`src/rtl/apb_master_if.sv`:
```
// Local command/response port and APB requester/completer signals for apb_master.
// The master modport is the APB requester side; slave is the user/completer side.
interface apb_master_if;
  // Local command side
  logic        cmd_valid;
  logic        cmd_ready;
  logic        cmd_write;
  logic [31:0] cmd_addr;
  logic [31:0] cmd_wdata;

  // APB bus
  logic        PSELx;
  logic        PENABLE;
  logic        PWRITE;
  logic [31:0] PADDR;
  logic [31:0] PWDATA;
  logic [31:0] PRDATA;
  logic        PREADY;
  logic        PSLVERR;

  // Local response side
  logic        rsp_valid;
  logic [31:0] rsp_rdata;
  logic        rsp_err;
  logic        rsp_timeout;
  logic        busy;

  modport master (
    input  cmd_valid,
    input  cmd_write,
    input  cmd_addr,
    input  cmd_wdata,
    input  PRDATA,
    input  PREADY,
    input  PSLVERR,
    output cmd_ready,
    output PSELx,
    output PENABLE,
    output PWRITE,
    output PADDR,
    output PWDATA,
    output rsp_valid,
    output rsp_rdata,
    output rsp_err,
    output rsp_timeout,
    output busy
  );

  modport slave (
    output cmd_valid,
    output cmd_write,
    output cmd_addr,
    output cmd_wdata,
    output PRDATA,
    output PREADY,
    output PSLVERR,
    input  cmd_ready,
    input  PSELx,
    input  PENABLE,
    input  PWRITE,
    input  PADDR,
    input  PWDATA,
    input  rsp_valid,
    input  rsp_rdata,
    input  rsp_err,
    input  rsp_timeout,
    input  busy
  );
endinterface

```
`src/rtl/apb_master.sv`:
```
// APB requester: one outstanding transfer through an IDLE/SETUP/ACCESS FSM, all outputs registered.
// Define APB_MASTER_TIMEOUT_EN to abort ACCESS phases that see no PREADY for TIMEOUT_CYCLES cycles.
module apb_master #(
  parameter int unsigned TIMEOUT_CYCLES = 16
) (
  input  logic         PCLK,
  input  logic         PRESETn,
  apb_master_if.master bus_if
);

  if (TIMEOUT_CYCLES < 2 || TIMEOUT_CYCLES > 255) begin : g_param_check
    $error("apb_master: TIMEOUT_CYCLES must lie in 2..255");
  end

  typedef enum logic [1:0] {
    S_IDLE   = 2'd0,
    S_SETUP  = 2'd1,
    S_ACCESS = 2'd2
  } state_e;

  state_e      state_q,     state_d;
  logic        cmd_ready_q, cmd_ready_d;
  logic        busy_q,      busy_d;
  logic        psel_q,      psel_d;
  logic        penable_q,   penable_d;
  logic        pwrite_q,    pwrite_d;
  logic [31:0] paddr_q,     paddr_d;
  logic [31:0] pwdata_q,    pwdata_d;
  logic        rsp_valid_q, rsp_valid_d;
  logic [31:0] rsp_rdata_q, rsp_rdata_d;
  logic        rsp_err_q,   rsp_err_d;
  logic        accept;
  logic        complete;

`ifdef APB_MASTER_TIMEOUT_EN
  localparam logic [7:0] TO_LAST = 8'(TIMEOUT_CYCLES - 1);
  logic [7:0] cnt_q, cnt_d;
  logic       rsp_timeout_q, rsp_timeout_d;
`endif

  // cmd_ready_q is low for the first cycle after reset release, so no accept can happen then.
  assign accept = (state_q == S_IDLE) && bus_if.cmd_valid && cmd_ready_q;

  always_comb begin
    state_d     = state_q;
    psel_d      = psel_q;
    penable_d   = penable_q;
    pwrite_d    = pwrite_q;
    paddr_d     = paddr_q;
    pwdata_d    = pwdata_q;
    rsp_valid_d = 1'b0;
    rsp_rdata_d = rsp_rdata_q;
    rsp_err_d   = rsp_err_q;
    complete    = 1'b0;
`ifdef APB_MASTER_TIMEOUT_EN
    cnt_d         = cnt_q;
    rsp_timeout_d = rsp_timeout_q;
`endif

    unique case (state_q)
      S_IDLE: begin
`ifdef APB_MASTER_TIMEOUT_EN
        cnt_d = '0;
`endif
        if (accept) begin
          state_d   = S_SETUP;
          psel_d    = 1'b1;
          penable_d = 1'b0;
          pwrite_d  = bus_if.cmd_write;
          paddr_d   = bus_if.cmd_addr;
          pwdata_d  = bus_if.cmd_wdata;
        end
      end

      S_SETUP: begin
`ifdef APB_MASTER_TIMEOUT_EN
        cnt_d = '0;
`endif
        state_d   = S_ACCESS;
        penable_d = 1'b1;
      end

      S_ACCESS: begin
        if (bus_if.PREADY) begin
          complete    = 1'b1;
          rsp_rdata_d = pwrite_q ? 32'h0 : bus_if.PRDATA;
          rsp_err_d   = bus_if.PSLVERR;
`ifdef APB_MASTER_TIMEOUT_EN
          rsp_timeout_d = 1'b0;
        end else if (cnt_q == TO_LAST) begin
          // This is the TIMEOUT_CYCLES-th stalled cycle; PREADY in it would have won above.
          complete      = 1'b1;
          rsp_rdata_d   = 32'h0;
          rsp_err_d     = 1'b1;
          rsp_timeout_d = 1'b1;
        end else begin
          cnt_d = cnt_q + 8'd1;
`endif
        end
      end

      default: begin
        state_d = S_IDLE;
      end
    endcase

    if (complete) begin
      state_d     = S_IDLE;
      psel_d      = 1'b0;
      penable_d   = 1'b0;
      pwrite_d    = 1'b0;
      paddr_d     = 32'h0;
      pwdata_d    = 32'h0;
      rsp_valid_d = 1'b1;
    end

    cmd_ready_d = (state_d == S_IDLE);
    busy_d      = (state_d != S_IDLE);
  end

  always_ff @(posedge PCLK) begin
    if (!PRESETn) begin
      state_q     <= S_IDLE;
      cmd_ready_q <= 1'b0;
      busy_q      <= 1'b0;
      psel_q      <= 1'b0;
      penable_q   <= 1'b0;
      pwrite_q    <= 1'b0;
      paddr_q     <= 32'h0;
      pwdata_q    <= 32'h0;
      rsp_valid_q <= 1'b0;
      rsp_rdata_q <= 32'h0;
      rsp_err_q   <= 1'b0;
    end else begin
      state_q     <= state_d;
      cmd_ready_q <= cmd_ready_d;
      busy_q      <= busy_d;
      psel_q      <= psel_d;
      penable_q   <= penable_d;
      pwrite_q    <= pwrite_d;
      paddr_q     <= paddr_d;
      pwdata_q    <= pwdata_d;
      rsp_valid_q <= rsp_valid_d;
      rsp_rdata_q <= rsp_rdata_d;
      rsp_err_q   <= rsp_err_d;
    end
  end

`ifdef APB_MASTER_TIMEOUT_EN
  always_ff @(posedge PCLK) begin
    if (!PRESETn) begin
      cnt_q         <= '0;
      rsp_timeout_q <= 1'b0;
    end else begin
      cnt_q         <= cnt_d;
      rsp_timeout_q <= rsp_timeout_d;
    end
  end

  assign bus_if.rsp_timeout = rsp_timeout_q;
`else
  assign bus_if.rsp_timeout = 1'b0;
`endif

  assign bus_if.cmd_ready = cmd_ready_q;
  assign bus_if.busy      = busy_q;
  assign bus_if.PSELx     = psel_q;
  assign bus_if.PENABLE   = penable_q;
  assign bus_if.PWRITE    = pwrite_q;
  assign bus_if.PADDR     = paddr_q;
  assign bus_if.PWDATA    = pwdata_q;
  assign bus_if.rsp_valid = rsp_valid_q;
  assign bus_if.rsp_rdata = rsp_rdata_q;
  assign bus_if.rsp_err   = rsp_err_q;

endmodule

```
`src/flat_wrapper.sv`:
```
// flat-port wrapper written by rule: the top's interface ports become plain ports
module apb_master_flat 
#(
  parameter int unsigned TIMEOUT_CYCLES = 16
)
  (PCLK, PRESETn, bus_if_cmd_valid, bus_if_cmd_write, bus_if_cmd_addr, bus_if_cmd_wdata, bus_if_PRDATA, bus_if_PREADY, bus_if_PSLVERR, bus_if_cmd_ready, bus_if_PSELx, bus_if_PENABLE, bus_if_PWRITE, bus_if_PADDR, bus_if_PWDATA, bus_if_rsp_valid, bus_if_rsp_rdata, bus_if_rsp_err, bus_if_rsp_timeout, bus_if_busy);
  apb_master_if bus_if_i ();
  input  logic PCLK;
  input  logic PRESETn;
  input wire logic [$bits(bus_if_i.cmd_valid)-1:0] bus_if_cmd_valid;
  input wire logic [$bits(bus_if_i.cmd_write)-1:0] bus_if_cmd_write;
  input wire logic [$bits(bus_if_i.cmd_addr)-1:0] bus_if_cmd_addr;
  input wire logic [$bits(bus_if_i.cmd_wdata)-1:0] bus_if_cmd_wdata;
  input wire logic [$bits(bus_if_i.PRDATA)-1:0] bus_if_PRDATA;
  input wire logic [$bits(bus_if_i.PREADY)-1:0] bus_if_PREADY;
  input wire logic [$bits(bus_if_i.PSLVERR)-1:0] bus_if_PSLVERR;
  output wire logic [$bits(bus_if_i.cmd_ready)-1:0] bus_if_cmd_ready;
  output wire logic [$bits(bus_if_i.PSELx)-1:0] bus_if_PSELx;
  output wire logic [$bits(bus_if_i.PENABLE)-1:0] bus_if_PENABLE;
  output wire logic [$bits(bus_if_i.PWRITE)-1:0] bus_if_PWRITE;
  output wire logic [$bits(bus_if_i.PADDR)-1:0] bus_if_PADDR;
  output wire logic [$bits(bus_if_i.PWDATA)-1:0] bus_if_PWDATA;
  output wire logic [$bits(bus_if_i.rsp_valid)-1:0] bus_if_rsp_valid;
  output wire logic [$bits(bus_if_i.rsp_rdata)-1:0] bus_if_rsp_rdata;
  output wire logic [$bits(bus_if_i.rsp_err)-1:0] bus_if_rsp_err;
  output wire logic [$bits(bus_if_i.rsp_timeout)-1:0] bus_if_rsp_timeout;
  output wire logic [$bits(bus_if_i.busy)-1:0] bus_if_busy;
  assign bus_if_i.cmd_valid = bus_if_cmd_valid;
  assign bus_if_i.cmd_write = bus_if_cmd_write;
  assign bus_if_i.cmd_addr = bus_if_cmd_addr;
  assign bus_if_i.cmd_wdata = bus_if_cmd_wdata;
  assign bus_if_i.PRDATA = bus_if_PRDATA;
  assign bus_if_i.PREADY = bus_if_PREADY;
  assign bus_if_i.PSLVERR = bus_if_PSLVERR;
  assign bus_if_cmd_ready = bus_if_i.cmd_ready;
  assign bus_if_PSELx = bus_if_i.PSELx;
  assign bus_if_PENABLE = bus_if_i.PENABLE;
  assign bus_if_PWRITE = bus_if_i.PWRITE;
  assign bus_if_PADDR = bus_if_i.PADDR;
  assign bus_if_PWDATA = bus_if_i.PWDATA;
  assign bus_if_rsp_valid = bus_if_i.rsp_valid;
  assign bus_if_rsp_rdata = bus_if_i.rsp_rdata;
  assign bus_if_rsp_err = bus_if_i.rsp_err;
  assign bus_if_rsp_timeout = bus_if_i.rsp_timeout;
  assign bus_if_busy = bus_if_i.busy;
  apb_master #(.TIMEOUT_CYCLES(TIMEOUT_CYCLES)) u_core (.PCLK(PCLK), .PRESETn(PRESETn), .bus_if(bus_if_i));
endmodule
```
`config.mk`:
```
export PLATFORM = sky130hd
export DESIGN_NAME = apb_master_flat
export DESIGN_NICKNAME = d
export VERILOG_FILES = /design/src/rtl/apb_master_if.sv /design/src/rtl/apb_master.sv /design/src/flat_wrapper.sv
export SDC_FILE = /design/constraint.sdc
export NUM_CORES = 1
export LEC_CHECK = 0
export ABC_AREA = 1
export CAP_MARGIN = 20
export CORE_UTILIZATION = 31
export CTS_CLUSTER_DIAMETER = 80
export DETAILED_ROUTE_END_ITERATION = 6
export GPL_ROUTABILITY_DRIVEN = 0
export PLACE_DENSITY_LB_ADDON = 0.12
export SLEW_MARGIN = 20
export SYNTH_ARGS = -nofsm -noshare
export SYNTH_HDL_FRONTEND = slang
export SYNTH_SLANG_ARGS = --single-unit
```
`constraint.sdc`:
```
create_clock -name PCLK -period 1.7 [get_ports PCLK]
set_input_delay 0.34 -clock PCLK [delete_from_list [all_inputs] [get_ports PCLK]]
set_output_delay 0.34 -clock PCLK [all_outputs]
set_load 0.005 [all_outputs]
```
==> reports/results.ini, run 1 <==
[clocking]
insertion_delay_ns=0.35
cts_max_path_buffers=2
hold_buffers=0
htree_levels=3
cts_tree=done
clkSlewWorstSetupHoldPaths_ns=0.07
root_buffer_cell=sky130_fd_sc_hd__clkbuf_16
cts_sinks=105
cts_inserted_buffers=9

[power]
total_power_mw=8.72
static-leakage-power_nw=2.53
power.ir.vdd_worst_v=0.000585
power_per_cell_area_mw_per_mm2=1280

[global_route]
groute.usage.overall=0.154
globalRouteOverflowTotal=0
first_global_vias=3503
number_of_antenna_violations_at_the_first_check_in_global_routing=0
grt_start_max_net_pins=43
grt_pass1_wl_um=17300

[route]
remaining_drc_errors=0
via_count=3591
drt-initial-drc-count=112
final_antenna_net_count=0
total_wire_length_um=10800
detail_route.vias_per_cell=4.26
drtPass1Iterations=4
detailed_route_wire_length_per_cell_um=12.8

[timing]
max_freq_mhz=613
clock_skew_ns=0.00623
final_period_demand_of_the_worst_path_ns=1.63
final.hold.worst_slack_ns=0.444
setup_viol=0
rsz0062_at_grt=false
drv_slew=0
finalHoldViolations=0
final.period_utilization=0.959
fin_setup_tns_ns=0
post-route-worst-setup-slack_ns=0.0694

[setup_path]
timing.critical_path.slowest_cell_delay_ns=0.55
worstSetupStartpointType=flip-flop
regToRegSetupSlack_ns=0.16
worst_path_required_time_ns=1.36
timing.critical_path.buf_inv=1
cp.arrival_ns=1.29
critical_path.endpoint_type=primary output
cpMaxStageDelayCell=sky130_fd_sc_hd__clkdlybuf4s50_1
setup.worst_path.class=flip-flop to primary output
critPathMaxFanout=2
family_of_cells_with_the_greatest_summed_delay_on_the_critical_path=buffers and inverters
path_cells=clkdlybuf4s50_1

[synthesis]
synth.ff_latch_count=105
synth_top_area_cell=sky130_fd_sc_hd__dfxtp_1
sequential_fraction_of_the_synthesis_area=0.488
yosys.cell_types.count=20
syn_nets=570
synthTopCellsByArea=sky130_fd_sc_hd__dfxtp_1, sky130_fd_sc_hd__a21oi_2, sky130_fd_sc_hd__o21ai_2
synth_top_cell_area_share=0.488
cell_count_after_synthesis=464
post_synthesis_area_per_instance_um2=9.28
syn_area_mm2=0.00431
ys.warnings.count=0

[final_layout]
num-fill-cells=1258
final_net_count=768
area_growth_pct=58.7
final_cell_count_no_fill=843
count_of_inserted_antenna_diode_cells=0
layout_cell_share_with_drive_strength_beyond_1=0.214

[place]
dp.final_hpwl_um=7900
place_inst=827
port-buffer-count=204
place_ws_ns=-0.0140

[die]
die-area_mm2=0.0144
fp.coreArea_mm2=0.0134
floorplan.initialDensity=0.321
floorplan.die.height_um=120
rows=42
io-pin-count=206
horiz_die_dim_um=120

[job]
max_cap_violations=0

[run_status]
outcome=finished, final reports clean

[min_path]
hold_path_class=flip-flop to flip-flop

[cells in the final DEF, fill, tap and decap left out, drive strengths merged]
cell,instances
nand3,2
nand2,78
a21oi,67
conb,1
inv,75
o21ai,98
clkinv,3
clkdlybuf4s50,204
buf,15
dfxtp,105
clkbuf,11
bufinv,2
nor2,2
ha,4
[timing repair]
action	in CTS	in global routing
resized for setup	0	1
buffers inserted	0	0
endpoints found under the setup margin	0	1
[synth_stat cells]
master,number
sky130_fd_sc_hd__a21oi_1,13
sky130_fd_sc_hd__a21oi_2,54
sky130_fd_sc_hd__buf_1,3
sky130_fd_sc_hd__buf_12,7
sky130_fd_sc_hd__buf_2,8
sky130_fd_sc_hd__buf_4,3
sky130_fd_sc_hd__buf_6,8
sky130_fd_sc_hd__clkbuf_1,3
sky130_fd_sc_hd__conb_1,1
sky130_fd_sc_hd__dfxtp_1,105
sky130_fd_sc_hd__ha_1,4
sky130_fd_sc_hd__inv_1,72
sky130_fd_sc_hd__inv_2,3
sky130_fd_sc_hd__nand2_1,78
sky130_fd_sc_hd__nand3_1,1
sky130_fd_sc_hd__nand3_2,1
sky130_fd_sc_hd__nor2_1,1
sky130_fd_sc_hd__nor2_4,1
sky130_fd_sc_hd__o21ai_0,44
sky130_fd_sc_hd__o21ai_2,54
[where the power goes]
group	internal [mW]	total (mW)	switching, mW
clock network	1.33	2.24	0.906
registers	3.00	3.27	0.273
logic	1.76	3.21	1.45
[registers in the layout, indices dropped and copies added, names as in the netlist]
| signal | cells |
|---|---|
| u_core.bus_if.rsp_rdata | 32 |
| u_core.bus_if.PWDATA | 32 |
| u_core.bus_if.cmd_ready | 1 |
| u_core.bus_if.PENABLE | 1 |
| u_core.bus_if.PADDR | 32 |
| u_core.bus_if.rsp_err | 1 |
| u_core.bus_if.busy | 1 |
| u_core.bus_if.rsp_valid | 1 |
| u_core.bus_if.PWRITE | 1 |
| u_core.bus_if.PSELx | 1 |
| u_core.state_q | 2 |
[routing by layer]
metal,vias to the layer above,global-route usage,share of wire,routed length [um]
met5,-,0,0,0
met4,0,0.0680,0.023,247
met3,15,0.0594,0.088,952
li1,1858,-,-,-
met2,131,0.249,0.45,4880
met1,1587,0.181,0.44,4690
[per-stage QoR]
stage	instance area, um^2	utilization
3_5_place_dp	6510	0.486
2_1_floorplan	4310	-
3_3_place_gp	6510	0.486
6_report	6830	0.510
4_1_cts	6830	0.510
5_1_grt	6830	0.510
[final timing paths]
kind                      startpoint                  endpoint  cells past startpoint
max          u_core.bus_if.cmd_ready          bus_if_cmd_ready                      1
min           u_core.bus_if.PADDR[3]    u_core.bus_if.PADDR[3]                      2
max reg2reg        u_core.state_q[0]  u_core.bus_if.PWDATA[31]                      8
min reg2reg   u_core.bus_if.PADDR[3]    u_core.bus_if.PADDR[3]                      2
[layout make-up]
class / count / area, um^2 / area share
repair buffers: 219 / 2290 / 0.335
flip-flops and latches: 105 / 2100 / 0.308
multi-input cells: 252 / 1620 / 0.236
inverters: 75 / 282 / 0.0412
clock buffers: 11 / 243 / 0.0355
well taps: 176 / 220 / 0.0322
clock inverters: 5 / 78.8 / 0.0115
[logic make-up (layout without fill, tap and decap cells)]
group                    after synthesis  count (layout)  share of synthesized area
other                                  1               1                   0.000871
AND/OR/NAND/NOR                       82              82                     0.0750
adder cells (fa/ha/maj)                4               4                     0.0116
buffers and inverters                107             310                      0.139
flip-flops                           105             105                      0.488
AO/OA/AOI/OAI                        165             165                      0.286
Note: power is estimated with default switching activity, not from simulation.
==> inputs of run 2 (changes only) <==
Settings changed: CTS_CLUSTER_SIZE from default to 28, SKIP_LAST_GASP from default to 1, SLEW_MARGIN 20 to default.
==> run 2 against run 1 <==
Compared with the run above: clock-buffer cell count did not move; setup slack unchanged; non-clock buffer count is the same; wire length about the same; worst hold slack is the same; clock skew unchanged.
==> reports/results.ini, run 2 (same netlist as run 1, synthesis figures left out) <==
[run_status]
outcome=finished, final reports clean

[job]
max_cap_violations=0

[final_layout]
area_growth_pct=58.7
count_of_inserted_antenna_diode_cells=0
final_common_cell=sky130_fd_sc_hd__clkdlybuf4s50_1
layout_cell_share_with_drive_strength_beyond_1=0.214
commonest_cells_after_routing_fill_and_taps_aside=sky130_fd_sc_hd__clkdlybuf4s50_1, sky130_fd_sc_hd__dfxtp_1, sky130_fd_sc_hd__nand2_1
final_net_count=768

[timing]
final.hold.worst_slack_ns=0.444
drv_slew=0
rsz0062_at_grt=true
final_period_demand_of_the_worst_path_ns=1.63
fin_setup_tns_ns=0
final.period_utilization=0.959
max_freq_mhz=613
setup_viol=0
clock_skew_ns=0.00623
finalHoldViolations=0

[global_route]
groute.usage.overall=0.154
grt_start_max_net_pins=43
globalRouteOverflowTotal=0
first_global_vias=3503
grt_pass1_wl_um=17300
number_of_antenna_violations_at_the_first_check_in_global_routing=0

[setup_path]
family_of_cells_with_the_greatest_summed_delay_on_the_critical_path=buffers and inverters
setup.worst_path.class=flip-flop to primary output
worst_path_required_time_ns=1.36
timing.critical_path.buf_inv=1
timing.critical_path.slowest_cell_delay_ns=0.55
cp.arrival_ns=1.29
cpMaxStageDelayCell=sky130_fd_sc_hd__clkdlybuf4s50_1
worstSetupStartpointType=flip-flop
critical_path.endpoint_type=primary output
regToRegSetupSlack_ns=0.13
path_cells=clkdlybuf4s50_1
critPathMaxFanout=2

[die]
io-pin-count=206
floorplan.die.height_um=120
floorplan.initialDensity=0.321
die-area_mm2=0.0144
horiz_die_dim_um=120
rows=42
fp.coreArea_mm2=0.0134

[clocking]
root_buffer_cell=sky130_fd_sc_hd__clkbuf_16
htree_levels=3
cts_resized=0
cts_tree=done
cts_sinks=105
insertion_delay_ns=0.35
clkSlewWorstSetupHoldPaths_ns=0.07
cts_inserted_buffers=9
cts_setup_buffers=0
cts_max_path_buffers=2
hold_buffers=0

[route]
drt-initial-drc-count=112
total_wire_length_um=10800
via_count=3593
detail_route.vias_per_cell=4.26
drtPass1Iterations=4
final_antenna_net_count=0
detailed_route_wire_length_per_cell_um=12.8
remaining_drc_errors=0

[power]
power_per_cell_area_mw_per_mm2=1280
power.ir.vdd_worst_v=0.000585
static-leakage-power_nw=2.53

[place]
port-buffer-count=204
dp.final_hpwl_um=7900

[min_path]
hold_path_class=flip-flop to flip-flop

run 2: changes by cell type in the layout (fill, tap and decap cells not counted):
| cell | previous run | this run |
|---|---|---|
| sky130_fd_sc_hd__o21ai_1 | 1 | 0 |
| sky130_fd_sc_hd__o21ai_0 | 43 | 44 |
run 2: final timing paths:
kind                                               from                       end  cells past startpoint
worst max-delay path            u_core.bus_if.cmd_ready          bus_if_cmd_ready                      1
worst max register to register        u_core.state_q[0]  u_core.bus_if.PWDATA[31]                      8
worst min register to register   u_core.bus_if.PADDR[3]    u_core.bus_if.PADDR[3]                      2
worst min-delay path             u_core.bus_if.PADDR[3]    u_core.bus_if.PADDR[3]                      2
run 2: report_power, final:
group          total (mW)  internal [mW]  switching [mW]
Clock                2.24           1.33           0.906
Combinational        3.21           1.76            1.45
Sequential           3.27           3.00           0.273
Total                8.72           6.09            2.63
run 2: cell type report:
cell class	instances	area [um^2]
multi-input cells	252	1620
flip-flops and latches	105	2100
clock buffers	11	243
well taps	176	220
repair buffers	219	2290
fillers	1258	6570
inverters	75	282
clock inverters	5	78.8
run 2: metal layers:
layer | vias up | wire length, um | track usage
met4 | 0 | 247 | 0.0680
met5 | - | 0 | 0
met1 | 1589 | 4690 | 0.181
met2 | 131 | 4890 | 0.249
li1 | 1858 | - | -
met3 | 15 | 952 | 0.0594
run 2: worst min-delay path: cells and delay by family (launching register included):
kind / cells / cell delay [ns]
flip-flops: 1 / 0.31
buffers and inverters: 1 / 0.05
AO/OA/AOI/OAI: 1 / 0.05
run 2: per-stage QoR:
| stage | power (mW) | area, um^2 | std cells | utilization | worst slack (ns) |
|---|---|---|---|---|---|
| 4_1_cts | 8.89 | 6830 | 843 | 0.510 | 0.0252 |
| 2_1_floorplan | 4.97 | 4310 | 464 | - | 0.402 |
| 5_1_grt | 9.30 | 6830 | 843 | 0.510 | -0.0376 |
| 3_5_place_dp | 6.59 | 6510 | 827 | 0.486 | -0.0140 |
| 3_3_place_gp | 6.53 | 6510 | 827 | 0.486 | 0.0308 |
| 6_report | 8.72 | 6830 | 843 | 0.510 | 0.0694 |
==> inputs of run 3 (changes only) <==
Clock period 1.7 ns to 1.4 ns, I/O delays scaled along.
==> run 3 against run 2 <==
Compared with the run above: sequential power rose by 22%; clock power grew 20%; register-to-register slack worse by 0.13 ns; critical endpoint is now u_core.bus_if.PWDATA[22]; combinational power up 28%; wire length up 11%; sequential share of layout area shrank 1.4 points; first-iteration DRC count is 17% higher; setup slack lost 0.065 ns; critical path depth increased by 10; clock skew is 0.0017 ns lower.
==> reports/results.ini, run 3 (same netlist as run 1, synthesis figures left out) <==
[timing]
finalHoldViolations=0
clock_skew_ns=0.00452
final.period_utilization=0.997
max_freq_mhz=717
fin_setup_tns_ns=0
setup_viol=0
rsz0062_at_grt=true
post-route-worst-setup-slack_ns=0.00478
drv_slew=0
final_period_demand_of_the_worst_path_ns=1.40

[power]
power_per_cell_area_mw_per_mm2=1490
total_power_mw=10.8
power.ir.vdd_worst_v=0.000566
static-leakage-power_nw=3.23

[setup_path]
worst_path_required_time_ns=1.68
path_cells=inv_4 -> ha_4 -> nand2_2 -> inv_2 -> nor2_4 -> buf_6 -> buf_8 -> buf_12 -> buf_16 -> o21ai_4 -> a21oi_2
cp.arrival_ns=1.67
worstSetupStartpointType=flip-flop
cpMaxStageDelayCell=sky130_fd_sc_hd__dfxtp_2
critPathMaxFanout=5
setup.worst_path.class=flip-flop to flip-flop
timing.critical_path.slowest_cell_delay_ns=0.35
critical_path.endpoint_type=flip-flop

[final_layout]
final_cell_count_no_fill=878
final_common_cell=sky130_fd_sc_hd__dlygate4sd2_1
area_growth_pct=68.6
postLayoutCoreUtil=0.542
count_of_inserted_antenna_diode_cells=0
layout_cell_share_with_drive_strength_beyond_1=0.299
commonest_cells_after_routing_fill_and_taps_aside=sky130_fd_sc_hd__dlygate4sd2_1, sky130_fd_sc_hd__clkdlybuf4s50_1, sky130_fd_sc_hd__dfxtp_1
final_net_count=803

[route]
drt-initial-drc-count=131
detailed_route_wire_length_per_cell_um=13.7
via_count=3780
drtPass1Iterations=4
remaining_drc_errors=0
total_wire_length_um=12000
final_antenna_net_count=0
detail_route.vias_per_cell=4.31

[place]
place_inst=843
dp.final_hpwl_um=8110
place_ws_ns=-0.221
port-buffer-count=204

[global_route]
globalRouteOverflowTotal=0
first_global_vias=3805
grt_pass1_wl_um=18800
groute.usage.overall=0.166
number_of_antenna_violations_at_the_first_check_in_global_routing=0
grt_start_max_net_pins=29

[clocking]
root_buffer_cell=sky130_fd_sc_hd__clkbuf_16
insertion_delay_ns=0.34
htree_levels=3
cts_tree=done
clkSlewWorstSetupHoldPaths_ns=0.07
cts_sinks=105
cts_max_path_buffers=2
cts_inserted_buffers=9

[job]
max_cap_violations=0

[die]
fp.coreArea_mm2=0.0134
die-area_mm2=0.0144
io-pin-count=206
floorplan.initialDensity=0.321
rows=42
floorplan.die.height_um=120
horiz_die_dim_um=120

[min_path]
hold_path_class=flip-flop to flip-flop

[run_status]
outcome=finished, final reports clean

[run 3: timing repair]
action / 4_1_cts / 5_1_grt
buffers inserted: 12 / 1
resized for setup: 143 / 10
hold buffers: 0 / 0
gates cloned: 3 / 5
pin swaps: 3 / 1
setup endpoints to repair: 173 / 92
[run 3: worst paths after layout]
kind                                              from                        to  slack (ns)  cells past startpoint
worst max-delay path                 u_core.state_q[0]  u_core.bus_if.PWDATA[22]       0.005                     11
worst min-delay path            u_core.bus_if.PADDR[2]    u_core.bus_if.PADDR[2]        0.44                      2
worst max register to register       u_core.state_q[0]  u_core.bus_if.PWDATA[22]       0.005                     11
worst min register to register  u_core.bus_if.PADDR[2]    u_core.bus_if.PADDR[2]        0.44                      2
[run 3: per-layer routing]
metal	global-route usage	routed length, um
met5	0	0
met4	0.0648	216
met3	0.0556	925
met2	0.266	5390
met1	0.205	5480
[run 3: through the flow]
stage                     area (um^2)  hold slack [ns]
after CTS                        7110            0.445
after floorplan                  4310            0.383
after detailed placement         6640            0.437
after global placement           6640            0.432
final                            7260            0.442
after global routing             7260            0.458
[run 3: where the power goes]
part           switching, mW  internal [mW]  leakage, nW  total [mW]
clock                   1.11           1.57        0.146        2.68
combinational           1.95           2.16         2.22        4.11
sequential             0.321           3.68        0.867        4.00
[run 3: worst max-delay path: cells and delay by family, from the launching register on]
kind / cells / cell delay (ns)
compound gates: 2 / 0.15
fa+ha+maj: 1 / 0.16
buf+inv: 6 / 0.54
flops: 1 / 0.35
simple gates: 2 / 0.14
[run 3: area by class of cell]
class                      count  area (um^2)
sequential                   105         2130
tap                          176          220
clock inverter                 5         80.1
inverter                      75          284
timing repair buffer         254         2630
fill                        1271         6140
multi-input combinational    252         1680
clock buffer                  11          233
